`config.mk`:
```
export PLATFORM = sky130hd
export DESIGN_NAME = fetch_resp_buffer
export DESIGN_NICKNAME = d
export VERILOG_FILES = /design/src/rtl/fetch_resp_buffer.sv
export SDC_FILE = /design/constraint.sdc
export NUM_CORES = 1
export LEC_CHECK = 0
export CAP_MARGIN = 20
export CORE_MARGIN = 4
export CORE_UTILIZATION = 60
export DETAILED_ROUTE_END_ITERATION = 10
export DONT_BUFFER_PORTS = 1
export GPL_TIMING_DRIVEN = 0
export PLACE_DENSITY = 0.76
export SLEW_MARGIN = 20
export SYNTH_ARGS = -nofsm -noshare
export SYNTH_HDL_FRONTEND = slang
export SYNTH_SLANG_ARGS = --single-unit
```
`constraint.sdc`:
```
create_clock -name clk -period 6.68 [get_ports clk]
set_clock_uncertainty 0.05 [all_clocks]
set_input_delay 2.004 -clock clk [delete_from_list [all_inputs] [get_ports clk]]
set_output_delay 2.004 -clock clk [all_outputs]
set_load 0.01 [all_outputs]
```
`src/rtl/fetch_resp_buffer.sv`:
```
// fetch_resp_buffer: in-order fetch response buffer with PC-tagged slots and flush drop accounting
module fetch_resp_buffer #(
   parameter int WIDTH      = 32,
   parameter int ADDR_WIDTH = 32,
   parameter int DEPTH      = 4
) (
   input  logic                  clk,
   input  logic                  rst,
   input  logic                  req_issue,
   input  logic [ADDR_WIDTH-1:0] req_pc,
   output logic                  req_ready,
   input  logic                  resp_valid,
   input  logic [WIDTH-1:0]      resp_data,
   input  logic                  flush,
   output logic                  out_valid,
   output logic [ADDR_WIDTH-1:0] out_pc,
   output logic [WIDTH-1:0]      out_inst,
   input  logic                  out_ready
);
   localparam int AW = $clog2(DEPTH);
   localparam int PW = AW + 1;
   localparam logic [PW-1:0] ONE = PW'(1);
   localparam logic [PW:0]   CAP = (PW+1)'(DEPTH);

   logic [ADDR_WIDTH-1:0] r_pc_mem [DEPTH];
   logic [WIDTH-1:0]      r_inst_mem [DEPTH];
   logic [PW-1:0]         r_alloc_ptr, r_fill_ptr, r_head_ptr, r_drop_cnt;
   logic [PW-1:0]         w_pending, w_held;
   logic                  w_pop, w_fill, w_drop;

   assign w_pending = r_alloc_ptr - r_fill_ptr;
   assign w_held    = r_alloc_ptr - r_head_ptr;
   // In-flight responses owed to flushed requests still occupy capacity until they arrive
   assign req_ready = ({1'b0, w_held} + {1'b0, r_drop_cnt}) < CAP;
   assign out_valid = (r_fill_ptr != r_head_ptr) && !flush;
   assign out_pc    = r_pc_mem[r_head_ptr[AW-1:0]];
   assign out_inst  = r_inst_mem[r_head_ptr[AW-1:0]];
   assign w_pop     = out_valid && out_ready;
   assign w_drop    = resp_valid && !flush && (r_drop_cnt != '0);
   assign w_fill    = resp_valid && !flush && (r_drop_cnt == '0);

   // Slot storage: PC written on issue, instruction written on an accepted response
   always_ff @(posedge clk) begin
      if (rst) begin
         for (int i = 0; i < DEPTH; i++) begin
            r_pc_mem[i]   <= '0;
            r_inst_mem[i] <= '0;
         end
      end else begin
         if (req_issue) r_pc_mem[r_alloc_ptr[AW-1:0]] <= req_pc;
         if (w_fill) r_inst_mem[r_fill_ptr[AW-1:0]] <= resp_data;
      end
   end

   // Pointer and drop-count update; flush discards queued work and converts pending requests into drops
   always_ff @(posedge clk) begin
      if (rst) begin
         r_alloc_ptr <= '0;
         r_fill_ptr  <= '0;
         r_head_ptr  <= '0;
         r_drop_cnt  <= '0;
      end else begin
         if (req_issue) r_alloc_ptr <= r_alloc_ptr + ONE;
         if (flush) begin
            r_head_ptr <= r_alloc_ptr;
            r_fill_ptr <= r_alloc_ptr;
            r_drop_cnt <= r_drop_cnt + w_pending - {{AW{1'b0}}, resp_valid};
         end else begin
            if (w_fill) r_fill_ptr <= r_fill_ptr + ONE;
            if (w_drop) r_drop_cnt <= r_drop_cnt - ONE;
            if (w_pop) r_head_ptr <= r_head_ptr + ONE;
         end
      end
   end
endmodule

```
After elaboration in Yosys (flattened, before gate mapping) --
Memory sizes are Yosys's and may differ from the RTL's. A register that Yosys moved wholly into a read port is not among the register bits. Cells that the tools add are included.
Operators by class: $add $sub $neg 9, order comparisons 1, eq/ne operators 1, muxes and demuxes 24, reductions and logical operators 13
Operators by type and width (number):
- two-way mux 32 bit | 2
- OR reduction 32 bit | 2
- two-way mux 3 bit | 6
- two-way mux 2 bit | 6
- two-way mux 1 bit | 10
- adder 3 x 1 -> 3 bit (second input constant) | 3
- nonzero test 2 bit | 3
- subtractor 3 bit | 2
- logical AND 1 bit | 5
- adder 3 x 3 -> 4 bit | 1
- less-than comparator 4 x 3 -> 1 bit (second input constant) | 1
- adder 3 bit | 1
- logical NOT 3 bit | 1
- inequality test 3 bit | 1
- nonzero test 3 bit | 1
- subtractor 3 x 1 -> 3 bit | 1
- subtractor 3 x 1 -> 3 bit (second input constant) | 1
- logical NOT 1 bit | 1
Storage, ports and cells: register bits after elaboration 12, RAM bits 256, bits of input ports 70, logic and storage cells 54, memories 2
Memories:
- r_inst_mem | words 4, bits a word 32, read ports 1, clocked after memory_dff 1, wr ports 4, RTL line 26 | logic [WIDTH-1:0] r_inst_mem [DEPTH];
- r_pc_mem | words 4, bits a word 32, read ports 1, clocked after memory_dff 1, wr ports 4, RTL line 25 | logic [ADDR_WIDTH-1:0] r_pc_mem [DEPTH];

Depth between registers and ports, before layout --
depth after elaboration 8, depth in mapped cells 10

Least setup slack after synthesis --
OpenSTA, ideal clock, no wires.
kind input -> register, start in flush, end mem r_inst_mem[3][0], enable pin, setup time 0.511 ns, data arrival time 5.574 ns, data required time 6.119 ns, setup slack 0.546 ns, stages on the path 2, cells stage by stage clkbuf_1 > o41ai_1
RTL lines:
- from (decl) | RTL line 14 | input logic flush,
- to (decl) | RTL line 26

Worst setup path after layout --
start reg r_alloc_ptr[0], end out req_ready
On the way: longest elaborated chain between the ends 3
Ends and longest elaborated chain:
- from (decl) | RTL line 27 | logic [PW-1:0] r_alloc_ptr, r_fill_ptr, r_head_ptr, r_drop_cnt;
- from (signal assigned) | RTL line 63 | if (req_issue) r_alloc_ptr <= r_alloc_ptr + ONE;
- subtractor 3 bit | RTL line 32 | assign w_held = r_alloc_ptr - r_head_ptr;
- adder 3 x 3 -> 4 bit | RTL line 34 | assign req_ready = ({1'b0, w_held} + {1'b0, r_drop_cnt}) < CAP;
- less-than comparator 4 x 3 -> 1 bit | RTL line 34
- to (decl) | RTL line 11 | output logic req_ready,
No other way between the ends.

==> metrics.txt <==
# TYPE chip_impl_metric gauge
chip_impl_metric{name="grt_max_degree",unit=""} 33
chip_impl_info{name="unrepaired_setup_endpoints_after_global_routing",value="no"} 1
chip_impl_metric{name="min_delay_path_depth",unit=""} 2
chip_impl_metric{name="cts.sinks",unit=""} 270
chip_impl_info{name="category_of_the_worst_setup_path_capture_point",value="output port"} 1
chip_impl_metric{name="globalRouteOverflowTotal",unit=""} 0
chip_impl_metric{name="n_diodes",unit=""} 0
chip_impl_metric{name="global_route_usage_over_all_layers",unit="%"} 22.1
chip_impl_metric{name="postSynthRegisterBits",unit=""} 270
chip_impl_info{name="synth_top_family_by_area",value="simple AND/OR/NAND/NOR gates"} 1
chip_impl_metric{name="route.vias.total",unit=""} 6137
chip_impl_metric{name="timing.hold.ws",unit="ps"} 494
chip_impl_metric{name="r2r.worst_path.cells",unit=""} 6
chip_impl_metric{name="clock_pin_slew_reported_for_the_worst_setup_and_hold_paths_after_clock_tree_synthesis",unit="ps"} 60
chip_impl_metric{name="yosys_warnings",unit=""} 0
chip_impl_metric{name="drt_first_pass_iters",unit=""} 5
chip_impl_metric{name="pin_count",unit=""} 136
chip_impl_metric{name="final_design_area_no_fill",unit="mm²"} 0.0133
chip_impl_metric{name="die_h",unit="µm"} 149
chip_impl_metric{name="antenna_found_initial",unit=""} 0
chip_impl_metric{name="critPathArrivalTime",unit="ps"} 2740
chip_impl_metric{name="drt_iter0_drc",unit=""} 443
chip_impl_metric{name="hold_viol",unit=""} 0
chip_impl_metric{name="synth_fa_ha_area_share",unit="%"} 1.77
chip_impl_metric{name="peakVddDrop",unit="V"} 0.000215
chip_impl_metric{name="finish.cell_count_without_fillers",unit=""} 1056
chip_impl_metric{name="synth-compound-area-share",unit="%"} 1.01
chip_impl_metric{name="number_of_nets_with_antenna_violations_after_routing",unit=""} 0
chip_impl_info{name="cts_root_buf",value="sky130_fd_sc_hd__clkbuf_16"} 1
chip_impl_metric{name="chipWidth",unit="µm"} 149
chip_impl_info{name="synth_common_cells",value="sky130_fd_sc_hd__and2_1, sky130_fd_sc_hd__edfxtp_1, sky130_fd_sc_hd__mux4_2"} 1
chip_impl_metric{name="netlist_instances",unit=""} 735
chip_impl_metric{name="transition_time_of_the_tightest_slew_check_pin",unit="ps"} 918
chip_impl_metric{name="fp.dieArea",unit="mm²"} 0.0223
chip_impl_metric{name="detailedPlacementHpwl",unit="mm"} 15.8
chip_impl_metric{name="max-slew-margin-rel",unit="%"} 38.8
chip_impl_info{name="cts_tree",value="done"} 1
chip_impl_metric{name="global_route_wire_length_before_repair",unit="mm"} 37.8
chip_impl_metric{name="placement.io_buffers",unit=""} 0
chip_impl_metric{name="power_per_cell_area",unit="mW/mm²"} 296
chip_impl_metric{name="std_cell_rows",unit=""} 51
chip_impl_metric{name="synth.avg_cell_area",unit="µm²"} 16.3
chip_impl_metric{name="wirelength",unit="mm"} 24.1
chip_impl_metric{name="coreArea",unit="mm²"} 0.0195
chip_impl_metric{name="post_cts_resize_count",unit=""} 0
chip_impl_metric{name="dpl-instance-area",unit="mm²"} 0.0124
chip_impl_metric{name="setup_tns",unit="ps"} 0
chip_impl_metric{name="synth_sequential_area_ratio",unit="%"} 66.5
chip_impl_metric{name="mappedNetlistNets",unit=""} 819
chip_impl_metric{name="max_freq",unit="MHz"} 209
chip_impl_metric{name="synth_cell_type_count",unit=""} 38
chip_impl_info{name="synth_top_cells_by_area",value="sky130_fd_sc_hd__edfxtp_1, sky130_fd_sc_hd__and2_1, sky130_fd_sc_hd__mux4_2"} 1
chip_impl_metric{name="synth_area",unit="mm²"} 0.0120
chip_impl_metric{name="timing.final.crit_share",unit="%"} 71.7
chip_impl_metric{name="async_flop_share",unit="%"} 0
chip_impl_metric{name="power.total",unit="mW"} 3.93
chip_impl_metric{name="level_count_of_the_clock_h_tree",unit=""} 1
chip_impl_metric{name="synthDominantCellAreaShare",unit="%"} 64.1
chip_impl_info{name="setup.worst_path.start_class",value="flip-flop"} 1
chip_impl_metric{name="routabilityCongestion",unit=""} 0.796
chip_impl_metric{name="clock_latency",unit="ps"} 520
chip_impl_info{name="status",value="completed"} 1
chip_impl_metric{name="numCtsBuffers",unit=""} 27
chip_impl_metric{name="post_drt_wl_per_cell",unit="µm"} 22.8
chip_impl_metric{name="synth_mux_area_share",unit="%"} 12.3
chip_impl_metric{name="number_of_global_route_vias_before_repair",unit=""} 6657
chip_impl_info{name="synth_area_leader_cell",value="sky130_fd_sc_hd__edfxtp_1"} 1
chip_impl_metric{name="synth-edff-count",unit=""} 256
chip_impl_metric{name="final_max_slew_viol_count",unit=""} 0
chip_impl_metric{name="initial_core_util",unit="%"} 61.4
chip_impl_metric{name="num-nets-final",unit=""} 856
chip_impl_metric{name="cts_setup_buffers",unit=""} 0
chip_impl_metric{name="power_leakage",unit="nW"} 4.85
chip_impl_info{name="synthFlopType",value="sky130_fd_sc_hd__edfxtp_1"} 1
chip_impl_metric{name="critPathMaxFanout",unit=""} 7
chip_impl_metric{name="syn2layout_area_growth",unit="%"} 10.8
chip_impl_metric{name="finalCriticalPeriod",unit="ps"} 4790
chip_impl_metric{name="synth_xor_area_share",unit="%"} 1.10
chip_impl_metric{name="cts_buffer_depth",unit=""} 3
chip_impl_metric{name="setup_violations",unit=""} 0
chip_impl_metric{name="post-place-cells",unit=""} 1008
chip_impl_info{name="min-delay-path-class",value="reg -> reg"} 1
chip_impl_info{name="worst-setup-path-type",value="reg -> out"} 1
chip_impl_metric{name="holdBufCountCts",unit=""} 0
chip_impl_metric{name="final_layout_size_suffix_gt1_share",unit="%"} 17.8
chip_impl_metric{name="synthSimpleGateAreaFrac",unit="%"} 15.3
chip_impl_metric{name="worstPathRequired",unit="ps"} 4630
chip_impl_metric{name="drv_cap",unit=""} 0
chip_impl_metric{name="fillers",unit=""} 1332
chip_impl_metric{name="drc",unit=""} 0
chip_impl_metric{name="per_cell_via_count_in_the_routed_design",unit=""} 5.81
[stage by stage]
step | utilization [%] | worst slack [ps]
6_report | 68.0 | 1890
5_1_grt | 68.0 | 1790
4_1_cts | 68.0 | 1850
3_5_place_dp | 63.6 | 2040
3_3_place_gp | 63.1 | -1880
2_1_floorplan | - | 546
[flip-flops by register name, summed over array words and instances, names as in the netlist, named ones only]
name,cells
r_pc_mem,128
r_inst_mem,128
r_alloc_ptr,3
r_fill_ptr,3
r_drop_cnt,3
r_head_ptr,3
[where the power goes]
part	switching [mW]	leakage [nW]	internal (mW)	total [mW]
sequential	0.0374	2.77	1.97	2.00
combinational	0.257	1.66	0.183	0.440
clock	0.600	0.427	0.891	1.49
total	0.894	4.85	3.04	3.93
[routing by layer]
layer  GRT usage (%)  wire (µm)
met5               0          0
met3            6.11       1920
met1            28.1       9100
met2            38.4      12600
met4            4.90        461
[layout by cell type, fill, tap and decap left out, types with 3 or more instances in the layout]
| cell | count |
|---|---|
| sky130_fd_sc_hd__and2_1 | 256 |
| sky130_fd_sc_hd__edfxtp_1 | 256 |
| sky130_fd_sc_hd__mux4_2 | 64 |
| sky130_fd_sc_hd__clkbuf_1 | 29 |
| sky130_fd_sc_hd__clkbuf_16 | 27 |
| sky130_fd_sc_hd__buf_2 | 18 |
| sky130_fd_sc_hd__inv_1 | 14 |
| sky130_fd_sc_hd__dfxtp_1 | 14 |
| sky130_fd_sc_hd__xnor2_1 | 10 |
| sky130_fd_sc_hd__nor2_1 | 9 |
| sky130_fd_sc_hd__ha_1 | 9 |
| sky130_fd_sc_hd__nor3_1 | 6 |
| sky130_fd_sc_hd__clkinv_2 | 6 |
| sky130_fd_sc_hd__nand2_1 | 5 |
| sky130_fd_sc_hd__or2_2 | 5 |
| sky130_fd_sc_hd__xor2_1 | 5 |
| sky130_fd_sc_hd__fa_1 | 5 |
| sky130_fd_sc_hd__clkinv_1 | 5 |
| sky130_fd_sc_hd__a21oi_1 | 4 |
| sky130_fd_sc_hd__bufinv_16 | 4 |
| sky130_fd_sc_hd__nand3_1 | 3 |
| sky130_fd_sc_hd__buf_6 | 3 |
| sky130_fd_sc_hd__a211oi_1 | 3 |
| sky130_fd_sc_hd__a21boi_0 | 3 |
[cell families after synthesis]
family | after synthesis
xor gates and xnor gates | 15
buffers and inverters | 56
DFF | 270
adders and majority gates | 14
AOI/OAI and AO/OA | 17
muxes | 67
and+or+nand+nor | 296
[path summary, 6_finish.rpt]
kind / from / end / slack, ps
worst max-delay path: r_alloc_ptr[0] / req_ready / 1890
worst min-delay path: r_drop_cnt[0] / r_drop_cnt[0] / 490
worst max register to register: r_drop_cnt[0] / r_inst_mem[0][19] / 3720
worst min register to register: r_drop_cnt[0] / r_drop_cnt[0] / 490
[worst max-delay path, cell delays in order (launching register included)]
cell and delay, ps:
sky130_fd_sc_hd__dfxtp_1 400, sky130_fd_sc_hd__inv_1 150, sky130_fd_sc_hd__ha_1 160, sky130_fd_sc_hd__inv_1 50, sky130_fd_sc_hd__fa_1 370, sky130_fd_sc_hd__xnor2_1 170, sky130_fd_sc_hd__xnor2_1 150, sky130_fd_sc_hd__ha_1 250
sky130_fd_sc_hd__nor4_1 520
[area by class of cell]
| class | count | area, µm² | share of cell area [%] |
|---|---|---|---|
| plain buffers | 41 | 194 | 1.46 |
| inverters | 15 | 56.3 | 0.424 |
| flip-flops and latches | 270 | 7970 | 60.0 |
| well taps | 265 | 332 | 2.50 |
| clock buffers | 32 | 694 | 5.23 |
| repair buffers | 8 | 82.6 | 0.622 |
| clock inverters | 16 | 176 | 1.33 |
| multi-input cells | 409 | 3780 | 28.5 |
Note: power is estimated with default switching activity, not from simulation.
